`src/rtl/des_fp_serializer.sv`:
```
// DES output stage: forms R16||L16, applies IP^-1, streams the ciphertext MSB byte first.
// Optional macro DES_FP_PARITY_EN adds out_par, the XOR of the current out_byte.
module des_fp_serializer #(
  parameter int CNT_W = 16
) (
  input  logic             clk,
  input  logic             rst,
  input  logic             in_valid,
  output logic             in_ready,
  input  logic [31:0]      in_l,
  input  logic [31:0]      in_r,
  output logic             out_valid,
  input  logic             out_ready,
  output logic [7:0]       out_byte,
  output logic             out_last,
`ifdef DES_FP_PARITY_EN
  output logic             out_par,
`endif
  output logic [CNT_W-1:0] blk_cnt
);

  typedef enum logic {IDLE, SEND} state_t;

  // Source DES bit position for each output bit 1..64; DES bit 1 is the vector MSB.
  localparam int unsigned FP_TAB [64] = '{
    40,  8, 48, 16, 56, 24, 64, 32, 39,  7, 47, 15, 55, 23, 63, 31,
    38,  6, 46, 14, 54, 22, 62, 30, 37,  5, 45, 13, 53, 21, 61, 29,
    36,  4, 44, 12, 52, 20, 60, 28, 35,  3, 43, 11, 51, 19, 59, 27,
    34,  2, 42, 10, 50, 18, 58, 26, 33,  1, 41,  9, 49, 17, 57, 25
  };

  function automatic logic [63:0] inv_ip(input logic [63:0] pre);
    logic [63:0] fp;
    fp = '0;
    for (int i = 0; i < 64; i++) begin
      fp[6'(63 - i)] = pre[6'(64 - FP_TAB[6'(i)])];
    end
    return fp;
  endfunction

  state_t           state_q, state_d;
  logic [2:0]       k_q, k_d;
  logic [63:0]      hold_q, hold_d;
  logic [CNT_W-1:0] cnt_q, cnt_d;
  logic [63:0]      fp;
  logic             send;
  logic             take;

  always_comb begin
    fp       = inv_ip({in_r, in_l});
    send     = (state_q == SEND);
    // Ready during the final accepted byte lets the next block follow without a bubble.
    in_ready = !rst && (!send || (k_q == 3'd7 && out_ready));
    take     = in_valid && in_ready;
    state_d  = state_q;
    k_d      = k_q;
    hold_d   = hold_q;
    cnt_d    = cnt_q;
    case (state_q)
      IDLE: begin
        if (take) begin
          state_d = SEND;
          k_d     = 3'd0;
          hold_d  = fp;
        end
      end
      SEND: begin
        if (out_ready) begin
          if (k_q != 3'd7) begin
            k_d = k_q + 3'd1;
          end else begin
            cnt_d = cnt_q + 1'b1;
            k_d   = 3'd0;
            if (take) hold_d = fp;
            else      state_d = IDLE;
          end
        end
      end
      default: state_d = IDLE;
    endcase
  end

  always_ff @(posedge clk) begin
    if (rst) begin
      state_q <= IDLE;
      k_q     <= 3'd0;
      hold_q  <= '0;
      cnt_q   <= '0;
    end else begin
      state_q <= state_d;
      k_q     <= k_d;
      hold_q  <= hold_d;
      cnt_q   <= cnt_d;
    end
  end

  // Byte k is bits 8k+1..8k+8 in DES order, i.e. counted down from the MSB.
  always_comb begin
    out_valid = send;
    out_last  = send && (k_q == 3'd7);
    out_byte  = send ? 8'(hold_q >> {~k_q, 3'b000}) : 8'h00;
  end

`ifdef DES_FP_PARITY_EN
  assign out_par = ^out_byte;
`endif

  assign blk_cnt = cnt_q;

endmodule

```
`config.mk`:
```
export PLATFORM = sky130hd
export DESIGN_NAME = des_fp_serializer
export DESIGN_NICKNAME = d
export VERILOG_FILES = /design/src/rtl/des_fp_serializer.sv
export SDC_FILE = /design/constraint.sdc
export NUM_CORES = 1
export LEC_CHECK = 0
export ABC_AREA = 0
export ABC_CLOCK_PERIOD_IN_PS = 1740
export BUFFER_PORTS_ARGS = -buffer_cell sky130_fd_sc_hd__buf_2
export CAP_MARGIN = 20
export CELL_PAD_IN_SITES_DETAIL_PLACEMENT = 1
export CELL_PAD_IN_SITES_GLOBAL_PLACEMENT = 1
export CORE_MARGIN = 2
export CORE_UTILIZATION = 21
export CTS_CLUSTER_DIAMETER = 30
export DETAILED_ROUTE_END_ITERATION = 6
export HOLD_SLACK_MARGIN = 0.05
export PLACE_DENSITY = 0.82
export SLEW_MARGIN = 20
export SYNTH_ARGS = -nofsm -noshare
export SYNTH_HDL_FRONTEND = slang
export SYNTH_SLANG_ARGS = --single-unit
```
`constraint.sdc`:
```
create_clock -name clk -period 1.74 [get_ports clk]
set_input_delay 0.174 -clock clk [delete_from_list [all_inputs] [get_ports clk]]
set_output_delay 0.174 -clock clk [all_outputs]
set_load 0.02 [all_outputs]
```
==> results.md <==
* Final wirelength at 2622 um
* Global placement routability congestion at just under 0.7
* Syn avg cell area at ~8.6 um^2
* Slew Limit Fails at 0
* Clock Sink Count at 20
* Tmin final at 1.778 ns
* Initial core utilization at a little over a fifth
* Fmax at between 0.5 and 0.6 GHz
* Post-synth cell types at 32
* Vias per cell at about 4.5
* CP arrival at slightly below 2 ns
* Placeable Area at approximately 4700 um^2
* Row cnt at 25
* Seq/Total Area, Yosys at about two fifths
* Post-synthesis register bit count at 20
* Final worst-path setup slack at -0.03781 ns
* Initial DRC Count at 26
* # fillers at around 570
* Vias in the first global route at slightly below 1k
* RSZ-0062 raised after global routing: yes
* Syn. warnings at 0
* Worst Hold Slack at around 0.15 ns
* Max Cap Viol at 0
* Syn Std Cell Area at 1017 um^2
* Die height at ~74 um
* H-tree depth at 1
* P&R area growth vs syn at 35.30%
* Nets@finish at 225
* Multi-input logic area at roughly 640 um^2
* CTS tree: built
* CP dominant cell by count: ha_4
* Share of layout cells above drive strength 1 at ~37%
* First-pass GRT wire length at 4457 um
* Startpoint types: register
* # DRC at 0
* Worst-path fanout max at 4
* PwrDens at around 600 nW/um^2
* Clock Skews at about 0.0041 ns
* Clock slew at reported path FFs at around 0.070 ns
* Register area at 402.9 um^2
* Overall Global Routing Usage at between 10% and 20%
* Critical path's top delay family: simple AND/OR/NAND/NOR gates
* Setup TNS at -0.04634 ns
* IR drop worst, VDD at between 200 and 250 uV
* Initial antenna violation count at 0
* Max stage delay on crit path at roughly 0.4 ns
* Final Hold Viols at 0
* Violated checks: negative setup slack
* Port buffer count at 22
* CP max stage cell: or3_4
* Mapped Cells at ~120
* WP buf/inv at 0
* Avg WL per Cell at approximately 13 um
* Num CTS Buffers at 3
* Finish-stage setup viols at 2
* CTS Root Cell: clkbuf_8
* Crit end category: register
* Worst hold path class: input pin to register
* Die ar. at 5417 um^2
* CTS Buffer Depth at 2
* Fin crit share at 102.2%
* Setup CP Type: register to register
* Crit path cell chain: ha_4 -> ha_4 -> nand4_4 -> or3_4 -> nor3_4 -> mux2_4
* Setup WS pre-CTS at -0.1678 ns
* Via count at slightly above 900
* # Post-CTS Setup Buffers at 0
* Detail Placement HPWL at roughly 2100 um
* Crit path required time at roughly 1.9 ns
* Io pins at 95
* Chip width at about 74 um
* Skew-Pair Late Insertion Delay at roughly 0.25 ns
* First-pass DRT Iterations at 3
* Hold_buf cts at 0
* ANT cells at 0
* Largest net degree at the start of global routing at 26
* Overall power at ~0.8 mW
* Remaining Overflow, GRT at 0
* Status: finished, violations left
* Post-route ant nets at 0
* P_leak at 0.6469 nW
sequential cells by signal (all words and copies together), names as in the netlist:
register	flops
out_valid	1
k_q	3
blk_cnt	16
tightest hold or removal path, delay by kind of cell:
family	cells	cell delay [ns]
compound gates	1	0.03
buf+inv	1	0.09
simple gates	1	0.07
where the power goes:
part | internal (mW) | total (mW) | switching [mW]
sequential | 0.461 | 0.463 | 0.00228
combinational | 0.0158 | 0.0615 | 0.0456
clock | 0.154 | 0.299 | 0.145
cells by family (layout without fill, tap and decap cells):
logic type                 after synthesis  after routing  synth area share [%]
other                                    1              8                0.3686
DFF                                     20             20                 39.36
buffers and inverters                   15             42                 9.225
xor gates and xnor gates                 7              7                 6.027
muxes                                    4              4                 4.428
and+or+nand+nor                         53             53                 28.54
adders and majority gates                3              3                 3.690
AOI/OAI and AO/OA                       15             15                 8.363
layout by cell type, fill, tap and decap left out, types with 2 or more instances in the layout:
master	synthesis	routed
dfxtp_1	20	18
clkbuf_8	0	3
o31ai_1	2	2
nor2_1	17	17
a22oi_1	2	2
ha_4	0	2
nand4_4	0	2
buf_2	0	22
a21oi_1	9	9
dfxtp_2	0	2
nor3_1	3	2
nand2_1	7	7
nor2b_1	3	3
o21ai_0	2	2
nand3_1	6	6
and4_2	1	2
or3_1	3	2
xor2_1	5	5
mux2_4	0	2
or4_1	2	2
conb_1	1	8
xnor2_1	2	2
buf_4	8	14
inv_1	3	3
through the flow:
step / util [%] / instance area, um^2 / instances
after floorplan: - / 1077 / 125
after global placement: 27.23 / 1277 / 203
after detailed placement: 27.23 / 1277 / 203
after CTS: 29.33 / 1376 / 206
after global routing: 29.33 / 1376 / 206
final: 29.33 / 1376 / 206
cell type report:
cell class	instances	share of cell area, %
Sequential cell	20	29.27
Timing Repair Buffer	36	15.64
Clock buffer	3	3.000
Multi-Input combinational cell	90	46.36
Inverter	3	0.8182
Tap cell	54	4.909
per-layer routing:
| layer | vias to the layer above | part of all wire, % | global-route usage, % |
|---|---|---|---|
| li1 | 460 | - | - |
| met1 | 449 | 44 | 12.53 |
| met2 | 21 | 51 | 18.65 |
| met3 | 2 | 4.0 | 3.429 |
| met4 | 0 | 0.50 | 2.424 |
| met5 | - | 0 | 0 |
synth_stat cells (all sizes together):
library cell,count,area share (%)
inv,3,1.1
conb,1,0.37
dfxtp,20,39
o21ai,2,0.98
ha,3,3.7
a21oi,9,4.4
nand4,3,3.1
nor2,17,6.3
or3,3,1.8
clkbuf,2,0.74
xor2,5,4.3
o31ai,2,1.5
buf,10,7.4
and2,2,1.4
xnor2,2,1.7
and3,1,0.62
nor4,2,1.2
or4,2,1.5
nor3,3,1.5
a22oi,2,1.5
nor2b,3,1.8
and4,3,2.7
nand2,8,3.7
mux2,4,4.4
nand3,6,3.0
final timing paths:
| kind | startpoint | endpoint | slack (ns) | cells past startpoint |
|---|---|---|---|---|
| min reg2reg | blk_cnt[10] | blk_cnt[10] | 0.51 | 2 |
| max | k_q[0] | blk_cnt[13] | -0.04 | 6 |
| min | in_valid | out_valid | 0.15 | 3 |
| max reg2reg | k_q[0] | blk_cnt[13] | -0.04 | 6 |
timing repair:
item | CTS | global route
hold endpoints to repair | 0 | 0
gates resized for setup | 11 | 0
endpoints found under the setup margin | 6 | 6
cloned | 0 | 0
pin swaps | 1 | 0
No activity file was read; power rests on OpenSTA's default activity.
